==> src/rtl/seq_detect_pkg.sv <==
// Shared types and the round-robin pick helper
// for the serial pattern-detector scheduler.
package seq_detect_pkg;

  typedef enum logic [1:0] {
    IDLE  = 2'd0,
    SHIFT = 2'd1,
    FLUSH = 2'd2,
    RESP  = 2'd3
  } state_t;

  localparam int RR_MAX = 32;

  // First valid index at or after ptr, wrapping modulo n (n <= RR_MAX).
  function automatic int rr_pick(
    input logic [RR_MAX-1:0] valid,
    input int                ptr,
    input int                n
  );
    int idx;
    int g;
    g = ptr;
    for (int k = RR_MAX - 1; k >= 0; k--) begin
      idx = ptr + k;
      if (idx >= n) idx = idx - n;
      if (k < n && valid[idx[4:0]]) g = idx;
    end
    return g;
  endfunction

endpackage

==> src/rtl/seq_detect_sched_det.sv <==
// Moore serial pattern detector: history, saturating
// seen-count and a registered hit flag.
module moore_pattern_det #(
  parameter int PAT_W = 3
) (
  input  logic             clk,
  input  logic             rst,
  input  logic             clr,
  input  logic             en,
  input  logic             bit_in,
  input  logic [PAT_W-1:0] pattern,
  output logic             hit
);

  localparam int SW = $clog2(PAT_W + 1);
  localparam logic [SW-1:0] SEEN_FULL = SW'(PAT_W);
  localparam logic [SW-1:0] SEEN_ARM  = SW'(PAT_W - 1);

  logic [PAT_W-2:0] hist_q;
  logic [PAT_W-1:0] hist_d;
  logic [SW-1:0]    seen_q;

  assign hist_d = {hist_q, bit_in};

  always_ff @(posedge clk or negedge rst) begin
    if (!rst) begin
      hist_q <= '0;
      seen_q <= '0;
      hit    <= 1'b0;
    end else if (clr) begin
      hist_q <= '0;
      seen_q <= '0;
      hit    <= 1'b0;
    end else if (en) begin
      hist_q <= hist_d[PAT_W-2:0];
      if (seen_q != SEEN_FULL) seen_q <= seen_q + 1'b1;
      hit <= (hist_d == pattern) && (seen_q >= SEEN_ARM);
    end else begin
      hit <= 1'b0;
    end
  end

endmodule

==> src/rtl/seq_detect_sched.sv <==
// Round-robin scheduler feeding request words MSB-first
// into one shared Moore detector; returns hit counts.
module seq_detect_sched
  import seq_detect_pkg::*;
#(
  parameter int N_REQ  = 2,
  parameter int WORD_W = 8,
  parameter int PAT_W  = 3
) (
  input  logic                       clk,
  input  logic                       rst,
  input  logic [N_REQ-1:0]           req_valid,
  output logic [N_REQ-1:0]           req_ready,
  input  logic [N_REQ*WORD_W-1:0]    req_word,
  input  logic [PAT_W-1:0]           cfg_pattern,
  output logic                       resp_valid,
  input  logic                       resp_ready,
  output logic [$clog2(N_REQ)-1:0]   resp_id,
  output logic [$clog2(WORD_W+1)-1:0] resp_count,
  output logic                       busy
);

  localparam int IW = $clog2(N_REQ);
  localparam int CW = $clog2(WORD_W + 1);
  localparam int BW = $clog2(WORD_W);
  localparam logic [CW-1:0] CMAX = CW'(WORD_W - PAT_W + 1);

  state_t state_q, state_d;

  logic [IW-1:0]     ptr_q;
  logic [IW-1:0]     gnt;
  logic [IW-1:0]     ptr_nxt;
  logic [WORD_W-1:0] sel_word;
  logic [WORD_W-1:0] word_q;
  logic [PAT_W-1:0]  pat_q;
  logic [BW-1:0]     bit_idx_q;
  logic [CW-1:0]     cnt_q;
  logic [IW-1:0]     id_q;
  logic              accept;
  logic              hit;
  logic              counting;

  assign gnt = IW'(rr_pick(RR_MAX'(req_valid), int'(ptr_q), N_REQ));
  assign ptr_nxt = (gnt == IW'(N_REQ - 1)) ? '0 : gnt + 1'b1;
  assign accept = (state_q == IDLE) && (|req_valid);
  assign counting = (state_q == SHIFT) || (state_q == FLUSH);

  always_comb begin
    sel_word = '0;
    for (int i = 0; i < N_REQ; i++)
      if (gnt == IW'(i)) sel_word = req_word[i*WORD_W +: WORD_W];
  end

  always_ff @(posedge clk or negedge rst) begin
    if (!rst) state_q <= IDLE;
    else      state_q <= state_d;
  end

  always_comb begin
    state_d = state_q;
    unique case (state_q)
      IDLE:  if (|req_valid) state_d = SHIFT;
      SHIFT: if (bit_idx_q == '0) state_d = FLUSH;
      FLUSH: state_d = RESP;
      RESP:  if (resp_ready) state_d = IDLE;
      default: state_d = IDLE;
    endcase
  end

  // req_ready is gated by rst so every output reads 0 while in reset.
  always_comb begin
    req_ready = '0;
    for (int i = 0; i < N_REQ; i++)
      req_ready[i] = rst && accept && (gnt == IW'(i));
    resp_valid = (state_q == RESP);
    busy       = (state_q != IDLE);
  end

  always_ff @(posedge clk or negedge rst) begin
    if (!rst) begin
      ptr_q     <= '0;
      word_q    <= '0;
      pat_q     <= '0;
      bit_idx_q <= '0;
      cnt_q     <= '0;
      id_q      <= '0;
    end else begin
      if (accept) begin
        word_q    <= sel_word;
        pat_q     <= cfg_pattern;
        bit_idx_q <= BW'(WORD_W - 1);
        cnt_q     <= '0;
        id_q      <= gnt;
        ptr_q     <= ptr_nxt;
      end else if (state_q == SHIFT) begin
        word_q <= word_q << 1;
        if (bit_idx_q != '0) bit_idx_q <= bit_idx_q - 1'b1;
      end
      if (counting && hit && cnt_q != CMAX) cnt_q <= cnt_q + 1'b1;
    end
  end

  moore_pattern_det #(
    .PAT_W(PAT_W)
  ) u_det (
    .clk    (clk),
    .rst    (rst),
    .clr    (accept),
    .en     (state_q == SHIFT),
    .bit_in (word_q[WORD_W-1]),
    .pattern(pat_q),
    .hit    (hit)
  );

  assign resp_id    = id_q;
  assign resp_count = cnt_q;

endmodule

==> config.mk <==
export PLATFORM = sky130hd
export DESIGN_NAME = seq_detect_sched
export DESIGN_NICKNAME = d
export VERILOG_FILES = /design/src/rtl/seq_detect_pkg.sv /design/src/rtl/seq_detect_sched_det.sv /design/src/rtl/seq_detect_sched.sv
export SDC_FILE = /design/constraint.sdc
export NUM_CORES = 1
export LEC_CHECK = 0
export CAP_MARGIN = 20
export CORE_ASPECT_RATIO = 0.75
export CORE_MARGIN = 3
export CORE_UTILIZATION = 50
export CTS_CLUSTER_DIAMETER = 40
export DETAILED_ROUTE_END_ITERATION = 10
export MAX_ROUTING_LAYER = met4
export PLACE_DENSITY_LB_ADDON = 0.12
export SLEW_MARGIN = 25
export SYNTH_ARGS = -nofsm -noshare
export SYNTH_HDL_FRONTEND = slang
export SYNTH_SLANG_ARGS = --single-unit
==> constraint.sdc <==
create_clock -name clk -period 2.6 [get_ports clk]
set_clock_uncertainty 0.1 [all_clocks]
set_input_delay 0.65 -clock clk [delete_from_list [all_inputs] [get_ports clk]]
set_output_delay 0.65 -clock clk [all_outputs]
set_load 0.01 [all_outputs]
======== After elaboration in Yosys (flattened, before gate mapping) ========
Cells that the tools add are included.
word-level totals
  flip-flop bits (word level) ............. 27
  output and inout port bits .............. 9
  input bits .............................. 24
  word-level logic and storage cells ...... 80
cells by class
  eq/ne operators ......................... 9
  add/sub/neg operators ................... 7
  bitwise logic cells ..................... 1
  mux-type cells .......................... 28
  reductions and logical operators ........ 20
  $lt $le $gt $ge ......................... 5
operators by type and width
  cell                                                                          number
  8-bit 2-to-1 mux                                                              3
  2-bit 2-to-1 mux                                                              8
  5-bit by 6-bit less-than comparator with 1-bit output, second input constant  2
  1-bit binary-select mux with 5-bit select                                     2
  5-bit 2-to-1 mux                                                              2
  2-bit nonzero test                                                            5
  3-bit 2-to-1 mux                                                              3
  4-bit 2-to-1 mux                                                              2
  2-bit case mux with 4 select lines                                            1
  1-bit logical AND                                                             7
  1-bit 2-to-1 mux                                                              7
  4-bit by 1-bit adder with 4-bit output, second input constant                 1
  2-bit equality test, second input constant                                    2
  2-bit >= comparator, second input constant                                    2
  2-bit by 1-bit != test with 1-bit output, second input constant               2
  2-bit != test, second input constant                                          2
  4-bit by 3-bit != test with 1-bit output, second input constant               1
  2-bit AND reduction                                                           2
  3-bit equality test                                                           1
  3-bit zero test                                                               1
  3-bit AND reduction                                                           1
  3-bit nonzero test                                                            1
  1-bit by 2-bit subtractor with 3-bit output, second input constant            1
  2-bit by 2-bit subtractor with 3-bit output, second input constant            1
  10 further kinds                                                              10

======== Logic depth before layout (Yosys ltp) ========
Gate-level depths: netlist (run 1).
  word-level depth ........................ 9
  depth in mapped cells ................... 8
  mapped depth without buffers ............ 5

======== By module ========
From an unflattened synthesis (run 1), not the netlist that was laid out.
second synthesis, totals
  cell total of the unflattened synthesis .. 158
  area, all modules ....................... 1493.9 sq um
by module, submodules not included
  module             instances  sequential area each (sq um)  area an instance (sq um)  cells an instance
  seq_detect_sched   1          550.5                         1229.9                    134
  moore_pattern_det  1          125.1                         264.0                     24

======== Worst setup path after synthesis (run 1) ========
Ideal clock, no wire load.
  path type ............................... register -> output
  from .................................... register state_q[0]
  to ...................................... output port req_ready[1]
  arrival time ............................ 1.499 ns
  data required time ...................... 1.850 ns
  path slack .............................. 0.351 ns
  stages on the path, launching flop included .. 9
  cell sequence ........................... dfrtp_1 inv_1 ha_1 buf_2 o21a_1 buf_2 buf_2 nand2_1 nor3_1
on the way
  longest elaborated chain between the ends .. 4
ends and longest elaborated chain
  element                          RTL line                RTL
  start: declaration               seq_detect_sched.sv:28  state_t state_q, state_d;
  start signal: assignment         seq_detect_sched.sv:56  else state_q <= state_d;
  2-bit zero test                  seq_detect_sched.sv:45  assign accept = (state_q == IDLE) && (|req_valid);
  1-bit logical AND                seq_detect_sched.sv:45
  1-bit logical AND (2 in series)  seq_detect_sched.sv:74  req_ready[i] = rst && accept && (gnt == IW'(i));
  end: declaration                 seq_detect_sched.sv:13  output logic [N_REQ-1:0] req_ready,
Every way passes these cells.

======== Worst setup path after layout (run 1) ========
  from .................................... input port req_valid[0]
  to ...................................... output port req_ready[0]
on the way
  longest elaborated chain between the ends .. 6
  elaborated cells on any way between the ends .. 11
  classes of those cells .................. 6 x mux; 1 x bitwise; 4 x reduce/logical
ends and longest elaborated chain
  element                                    RTL line                RTL
  start: declaration                         seq_detect_sched.sv:12  input logic [N_REQ-1:0] req_valid,
  1-bit binary-select mux with 5-bit select  seq_detect_pkg.sv:26    if (k < n && valid[idx[4:0]]) g = idx;
  1-bit 2-to-1 mux (not written as such)     seq_detect_pkg.sv:26
  1-bit 2-to-1 mux (2 in series)             seq_detect_pkg.sv:26
  1-bit NOT                                  seq_detect_sched.sv:74
  1-bit logical AND (*)                      seq_detect_sched.sv:74
Every way passes the cells marked *; elsewhere a longest branch is shown, timed or not. The select of a mux whose other input is x is not followed.

==> impl_results.md, run 1 <==
- Ys Warns: 0
- Synth Flop Type: dfrtp_1
- Starting density of the core: 54.84%
- Vias per cell: 5.735
- Crit path max-delay family: buffers and inverters
- Gp weighted congestion: 0.8339
- Hold_buf cts: 0
- Port Buf Inserts: 32
- Die height: 53.50 µm
- Multi-input logic area: 765.7 µm²
- Synthesized instance count: 165
- Min-delay src: pat_q[1]$_DFFE_PN0P_
- First-pass GRT wire length: 5796 µm
- CTS tree: done
- Routed len/inst: 14.48 µm
- Syn nets: 199
- Clock latency on the worst-skew pair: 270 ps
- Yosys cell types: 35
- Sequential fraction of the synthesis area: 44.93%
- 1st-pass router iterations: 4
- Dpl hpwl: 2605 µm
- R2R setup slack: 630 ps
- DP Worst Slack: -312.4 ps
- CTS sink cnt: 27
- DRC violations left: 0
- CP Max Fanout: 3
- WP data required: 1850 ps
- Grt total ovfl: 0
- Design Power: 1.897 mW
- Total number of vias: 1365
- Critical path buffer and inverter count: 2
- Crit start category: primary input
- Hold/Removal Path Class: flop to flop
- CP endpoint kind: output pin
- Number of synthesized flops with an enable pin: 0
- F_max: 392.8 MHz
- Total Routing Usage GR: 20.81%
- Slowest CP cell: clkdlybuf4s50_1
- Crit Path Category: primary input to output pin
- Vias in the first global route: 1289
- Nets: 237
- Hold EP: pat_q[1]$_DFFE_PN0P_
- Data arrival, critical path: 1800 ps
- Root Buffer: clkbuf_8
- Hold Path Stages: 2
- Num rows: 16
- CTS buffer count: 3
- Run status: complete, no violations
- Total Wirelength: 3446 µm
- PD cells: 961.4 mW/mm²
- Relative slew margins: 68.84%
- DRT antenna net count: 0
- Slew Limit Fails: 0
- Worst r2r dst: word_q[0]$_DFFE_PN0P_
- Antenna fix cells: 0
- FF+latch count, synth: 27
- Clk buf depth: 2
- Reg2Reg Depth: 7
- Io pins: 33
- Area delta synth->final: 31.20%
- Ys async rst share: 100.0%
- Die width: 69.33 µm
- H-tree depth: 1
- Final Setup Violations: 0
- Clock Pin Slew Worst Setup and Hold Paths: 90 ps
- Core area: 0.002743 mm²
- Die area: 0.003709 mm²
- Worst Max-Slew Pin Slew: 467.5 ps
- MaxCap Viol Count: 0
- Fraction of layout cells with a size suffix above 1: 9.901%
- Number of cells on the critical path: 4
- Largest net degree at the start of global routing: 28
- Iter 0 DRT Violations: 88
- Post-Syn Area: 0.001504 mm²
- Reported leakage power: 0.8737 nW
- Sequential cell area: 675.6 µm²
- Worst r2r src: state_q[0]$_DFFE_PN0P_
- Period Utilization, post-route: 97.93%
- Critical path's largest stage delay: 500 ps
- Final hold viol count: 0
- Syn Area/Cell: 9.115 µm²
- Final WS setup: 53.92 ps
- Final min period: 2546 ps
- VDD IR max: 0.0004847 V
- Antenna violations before repair: 0
- Crit path cell chain: clkdlybuf4s50_1 -> a21boi_4 -> and3_1 -> clkdlybuf4s15_1
- Fillers: 215
- RSZ-0062 raised after global routing: true
cells in the final DEF (no fill, tap or decap), types with 2 or more instances in the layout:
cell type / netlist / routed
nor3_1: 8 / 7
ha_1: 10 / 10
o21ai_0: 12 / 12
clkdlybuf4s50_1: 0 / 29
mux2i_1: 3 / 3
buf_4: 0 / 11
a21oi_1: 4 / 4
nand3_1: 21 / 21
o211ai_1: 4 / 4
clkbuf_8: 0 / 3
nor2_1: 7 / 7
dfrtp_1: 27 / 27
a31oi_1: 9 / 9
nand2_1: 13 / 13
xor2_1: 2 / 2
inv_1: 9 / 9
and3_1: 2 / 2
nand2b_1: 6 / 6
per-stage QoR:
stage | std cells | hold WS (ps) | utilization [%] | cell area, µm² | TNS (ps)
4_1_cts | 236 | 413.8 | 70.99 | 1947 | 0
3_3_place_gp | 232 | 386.5 | 68.98 | 1892 | -576.3
5_1_grt | 238 | 442.1 | 71.94 | 1973 | -2.433
6_report | 238 | 406.5 | 71.94 | 1973 | 0
3_5_place_dp | 232 | 390.0 | 68.98 | 1892 | -593.6
2_1_floorplan | 165 | 254.4 | - | 1504 | 0
cell type report:
cell class / count / share of cell area [%]
repair buffers: 43 / 20.61
clock inverters: 1 / 0.2536
multi-input cells: 119 / 38.81
flip-flops and latches: 27 / 34.24
inverters: 9 / 1.712
clock buffers: 3 / 2.093
well taps: 36 / 2.283
how the worst max path moves through the flow:
| stage | startpoint | to | slack, ps |
|---|---|---|---|
| global route | req_valid[0] | req_ready[1] | -2 |
| CTS | req_valid[0] | req_ready[0] | 20 |
| floorplan | state_q[0]$_DFFE_PN0P_ | req_ready[1] | 350 |
| global placement | req_valid[1] | req_ready[1] | -310 |
| finish | req_valid[0] | req_ready[0] | 50 |
| detailed placement | req_valid[1] | req_ready[1] | -310 |
power breakdown:
| part | switching (mW) | leakage [nW] | internal [mW] |
|---|---|---|---|
| Sequential | 0.125 | 0.332 | 0.594 |
| Clock | 0.129 | 0.0255 | 0.107 |
| Combinational | 0.507 | 0.516 | 0.434 |
worst reg2reg max path, delay by kind of cell, from the launching register on:
| family | cells | cell delay (ps) |
|---|---|---|
| buffers and inverters | 3 | 520 |
| AND/OR/NAND/NOR | 2 | 610 |
| adder cells (fa/ha/maj) | 1 | 180 |
| AO/OA/AOI/OAI | 1 | 80 |
| flip-flops | 1 | 410 |
layer usage:
| layer | GRT usage (%) | wire [µm] | share of wire, % | vias to the layer above |
|---|---|---|---|---|
| met2 | 34.65 | 1687 | 49 | 51 |
| met5 | - | 0 | 0 | - |
| met1 | 26.15 | 1497 | 43 | 647 |
| met3 | 3.985 | 224 | 6.5 | 4 |
| li1 | - | - | - | 663 |
| met4 | 6.494 | 36 | 1.0 | 0 |
cell families (layout without fill, tap and decap cells):
| group | after synthesis | count (layout) | share of synthesized area [%] |
|---|---|---|---|
| simple gates | 66 | 66 | 22.30 |
| flops | 27 | 27 | 44.93 |
| compound gates | 36 | 36 | 14.73 |
| mux | 4 | 4 | 2.745 |
| buf+inv | 19 | 56 | 5.241 |
| fa+ha+maj | 10 | 10 | 8.319 |
| xor+xnor | 3 | 3 | 1.747 |
cells in the mapped netlist, types with 6 or more instances:
cell | n | share of area, %
o21ai_0 | 12 | 4.0
nand2_1 | 13 | 3.2
nand2b_1 | 6 | 2.5
ha_1 | 10 | 8.3
a31oi_1 | 9 | 3.7
nor2_1 | 7 | 1.7
inv_1 | 9 | 2.2
buf_2 | 6 | 2.0
dfrtp_1 | 27 | 45
nor3_1 | 8 | 2.7
nand3_1 | 21 | 7.0
flip-flops by register name, summed over array words and instances (netlist names):
signal and cells:
word_q 8, pat_q 3, resp_count 4, u_det.hit 1
bit_idx_q 3, u_det.seen_q 2, resp_id 1, u_det.hist_q 2
ptr_q 1, state_q 2
repair_timing:
action | in CTS | in global routing
setup buffers | 0 | 2
resized for setup | 6 | 3
setup endpoints to repair | 2 | 3
Note: power is estimated with default switching activity, not from simulation.
==> run 2: changes to the inputs <==
--- a/config.mk
+++ b/config.mk
@@ -8,7 +8,7 @@
 export CAP_MARGIN = 20
 export CORE_ASPECT_RATIO = 0.75
 export CORE_MARGIN = 3
-export CORE_UTILIZATION = 50
+export CORE_UTILIZATION = 45
 export CTS_CLUSTER_DIAMETER = 40
 export DETAILED_ROUTE_END_ITERATION = 10
 export MAX_ROUTING_LAYER = met4
==> constraint.sdc (replaced) <==
create_clock -name clk -period 2.1 [get_ports clk]
set_clock_uncertainty 0.1 [all_clocks]
set_input_delay 0.525 -clock clk [delete_from_list [all_inputs] [get_ports clk]]
set_output_delay 0.525 -clock clk [all_outputs]
set_load 0.01 [all_outputs]
==> run 2 against run 1 <==
  * Flip-flop and latch count did not move
  * Highest routed layer unchanged
  * Global-route usage fell by 0.86 points
  * Design area rose by 4.5%
  * Wire length rose by 5.4%
  * Critical path type is now flop to output pin
  * First-iteration DRC count fell by 18%
  * Critical endpoint is now req_ready[1]
  * Critical path depth rose by 2
  * Combinational power rose by 42%
==> impl_results.md, run 2 (synthesis gave the netlist of run 1 again) <==
- Final min period: 2061 ps
- Sw frac: 39.52%
- Root Buffer: clkbuf_8
- WP data required: 1470 ps
- Clk pwr share: 12.7%
- Data arrival, critical path: 1440 ps
- Total number of vias: 1406
- Total Wirelength: 3631 µm
- Final hold viol count: 0
- Reported leakage power: 0.9159 nW
- Die width: 72.76 µm
- Finished layout cell area: 0.002062 mm²
- CTS tree: done
- Slew Limit Fails: 0
- Fraction of layout cells with a size suffix above 1: 16.90%
- Share of power burned in registers: 34.6%
- CP Max Fanout: 2
- Placed Area: 0.001967 mm²
- Fillers: 246
- Hold/Removal Path Class: primary input to async pin
- Crit Path Category: flop to output pin
- Hold_buf cts: 0
- DRC violations left: 0
- F_max: 485.2 MHz
- DP Worst Slack: -543.6 ps
- Die area: 0.004079 mm²
- Sw Pwr: 1.005 mW
- H-tree depth: 1
- Dpl hpwl: 2699 µm
- Worst Max-Slew Pin Slew: 443.0 ps
- Commonest non-fill, non-tap cell in the layout: dfrtp_1
- Most flops, register: word_q
- Crit start category: flop
- Min Hold Slack: 352.9 ps
- Port Buf Inserts: 32
- Num rows: 17
- Starting density of the core: 49.10%
- Most frequent cells in the layout: 27 x dfrtp_1, 25 x clkdlybuf4s50_1, 21 x nand3_1, 21 x buf_4, 13 x nand2_1
- MaxCap Viol Count: 0
- 1st-pass router iterations: 5
- VDD IR max: 0.0005719 V
- Area delta synth->final: 37.11%
- Clk buf depth: 2
- Clock latency on the worst-skew pair: 280 ps
- Die height: 56.07 µm
- Period Utilization, post-route: 98.13%
- Routed len/inst: 14.47 µm
- Total Routing Usage GR: 19.95%
- Run status: complete, no violations
- DRT antenna net count: 0
- Largest register FFs: 8
- Vias in the first global route: 1338
- Vias per cell: 5.602
- Final Setup Violations: 0
- Grt total ovfl: 0
- Antenna violations before repair: 0
- Io pins: 33
- Final WS setup: 39.20 ps
- Iter 0 DRT Violations: 72
- CTS sink cnt: 27
- Clock Pin Slew Worst Setup and Hold Paths: 100 ps
- CTS buffer count: 3
- Gate power share: 52.7%
- Gp weighted congestion: 0.8337
- RSZ-0062 raised after global routing: true
- Relative slew margins: 70.47%
- First-pass GRT wire length: 6251 µm
- Nets: 248
- Antenna fix cells: 0
- Largest net degree at the start of global routing: 28
- Core area: 0.003063 mm²
- Internal power: 1.538 mW
- CP endpoint kind: output pin
- PD cells: 1233 mW/mm²
run 2: power groups by stage:
stage	clock (mW)	sequential, mW	combinational, mW
after floorplan	0	0.864	0.780
after global routing	0.349	0.910	1.51
final	0.323	0.880	1.34
after detailed placement	0	0.884	1.26
after CTS	0.333	0.879	1.28
after global placement	0	0.874	1.20
run 2: area by class of cell:
| cell class | count | area [µm²] | area share [%] |
|---|---|---|---|
| tap | 38 | 47.55 | 2.306 |
| clock buffer | 3 | 41.29 | 2.002 |
| multi-input combinational | 119 | 775.7 | 37.62 |
| timing repair buffer | 54 | 479.2 | 23.24 |
| sequential | 27 | 675.6 | 32.77 |
| clock inverter | 1 | 8.758 | 0.4248 |
| inverter | 9 | 33.78 | 1.638 |
run 2: path summary, 6_finish.rpt:
path / start / endpoint / slack [ps] / cells after the start
min in group clk: word_q[0]$_DFFE_PN0P_ / word_q[0]$_DFFE_PN0P_ / 410 / 2
max reg2reg: state_q[1]$_DFFE_PN0P_ / word_q[0]$_DFFE_PN0P_ / 220 / 8
min reg2reg: word_q[0]$_DFFE_PN0P_ / word_q[0]$_DFFE_PN0P_ / 410 / 2
max in group asynchronous: rst / word_q[3]$_DFFE_PN0P_ / 1290 / 2
min: rst / resp_count[0]$_DFFE_PN0P_ / 350 / 2
max: state_q[1]$_DFFE_PN0P_ / req_ready[1] / 40 / 6
run 2: repair_timing:
item | in CTS | in global routing
resized for setup | 18 | 1
setup buffers | 0 | 4
pin swaps | 2 | 1
setup endpoints to repair | 4 | 2
run 2: per-stage QoR:
stage | power, mW | util [%] | std cells | setup TNS [ps]
6_report | 2.543 | 67.32 | 251 | 0
5_1_grt | 2.769 | 67.32 | 251 | -57.56
4_1_cts | 2.496 | 66.34 | 247 | 0
3_5_place_dp | 2.141 | 64.22 | 243 | -1438
3_3_place_gp | 2.073 | 64.22 | 243 | -1263
2_1_floorplan | 1.644 | - | 165 | 0
run 2: metal layers:
layer  vias up  part of all wire, %  global-route usage, %
met5         -                    0                      -
met4         0                  1.8                  6.842
met3         6                  6.4                  3.971
met2        50                   47                  29.69
met1       666                   45                  27.04
li1        684                    -                      -
run 2: worst max-delay path: stages, from the launching register on:
cell	delay, ps
dfrtp_1	400
inv_2	90
ha_4	150
o21a_1	130
nand2_1	60
nor3_2	170
buf_2	160
==> edit: new RTL, flow settings as in run 2 <==
Put one more register stage on the output `resp_count`. The value now appears one clock later. The other outputs are not delayed to match.
--- a/src/rtl/seq_detect_sched.sv
+++ b/src/rtl/seq_detect_sched.sv
@@ -115,3 +115,5 @@
   assign resp_id    = id_q;
-  assign resp_count = cnt_q;
+  always_ff @(posedge clk) begin
+    resp_count <= cnt_q;
+  end
 
Behaviour: not the same (Yosys sat finds a counterexample within 10 cycles, from zero or initial values and one cycle with rst low).
==> edit against run 2 <==
Sequential share of layout area increased by 0.94 points; combinational power increased by 7%; sequential cell count is 4 higher; worst setup slack better by 0.035 ns; synthesized area up 10%; non-clock buffer count is 2 lower; final area grew 8.7%; wire length increased by 15%; power rose by 15%; critical path type unchanged; largest power group unchanged; highest routed layer unchanged.
==> edit: results (changes against run 2) <==
final-layout non-clock buffer area share = 20.26% (was 23.24%)
status = finished clean (unchanged)
Clk pin slew, worst setup/hold paths = 0.08 ns (was 0.10 ns)
DP Cell Count = 263 (was 243)
die area = 4453 sq um (was 4079 sq um)
Adder-Cell Fraction of Synth Area = 7.553% (was 8.319%)
Hold WS = 0.2791 ns (was 0.3529 ns)
Post-Place Setup Slack = -0.4786 ns (was -0.5436 ns)
grt met1 use = 27.72% (was 27.04%)
Worst Setup EP = req_ready[0] (was req_ready[1])
GR Util met2 = 29.67% (was 29.69%)
gr usage total = 20.41% (was 19.95%)
# fillers = 287 (was 246)
DR pass1 iterations = 4 (was 5)
Leakage = 0.9800 nW (was 0.9159 nW)
synth cell count leaders = dfrtp_1, nand2_1, nand3_1, ha_1, inv_1 (was dfrtp_1, nand3_1, nand2_1, o21ai_0, ha_1)
Initial DRC Count = 121 (was 72)
Clock Network Area Fraction = 3.962% (was 2.427%)
r2r setup slk = 0.19 ns (was 0.22 ns)
Mapped Nets = 203 (was 199)
Distinct cells, synth = 41 (was 35)
vias in the first global route = 1,437 (was 1,338)
first-pass GRT wire length = 6893 um (was 6251 um)
CP startpoint = state_q[0] (was state_q[1])
Via density = 5.561 (was 5.602)
Multi-input gate area = 847.1 sq um (was 775.7 sq um)
Storage cell area = 755.7 sq um (was 675.6 sq um)
r2r endpoint = word_q[5] (was word_q[0])
largest net degree at the start of global routing = 20 (was 28)
hpwl dp = 3118 um (was 2699 um)
[edit: cell types whose count changed in the layout (fill, tap and decap cells not counted), moves of 6 or more]
cell | before | now
nand3_1 | 21 | 11
a41oi_1 | 0 | 6
nand2_1 | 13 | 20
a2bb2oi_1 | 0 | 7
a32oi_1 | 0 | 7
o21ai_0 | 12 | 6
a31oi_1 | 9 | 2
[edit: repair_timing]
item,4_1_cts,5_1_grt
endpoints found under the setup margin,4,2
hold endpoints to repair,0,0
resized for setup,14,6
pin swaps,0,0
[edit: worst reg2reg max path: stages, from the launching register on]
cell	delay [ns]
dfrtp_1	0.40
inv_2	0.07
ha_2	0.17
buf_4	0.12
buf_4	0.21
o21ai_0	0.13
buf_4	0.16
nand2_1	0.22
a41oi_1	0.16
[edit: where the power goes]
group | internal [mW] | leakage [nW] | total [mW] | switching, mW
clock network | 0.230 | 0.0402 | 0.476 | 0.246
logic | 0.698 | 0.582 | 1.43 | 0.729
registers | 0.831 | 0.358 | 1.02 | 0.192
total | 1.76 | 0.980 | 2.93 | 1.17
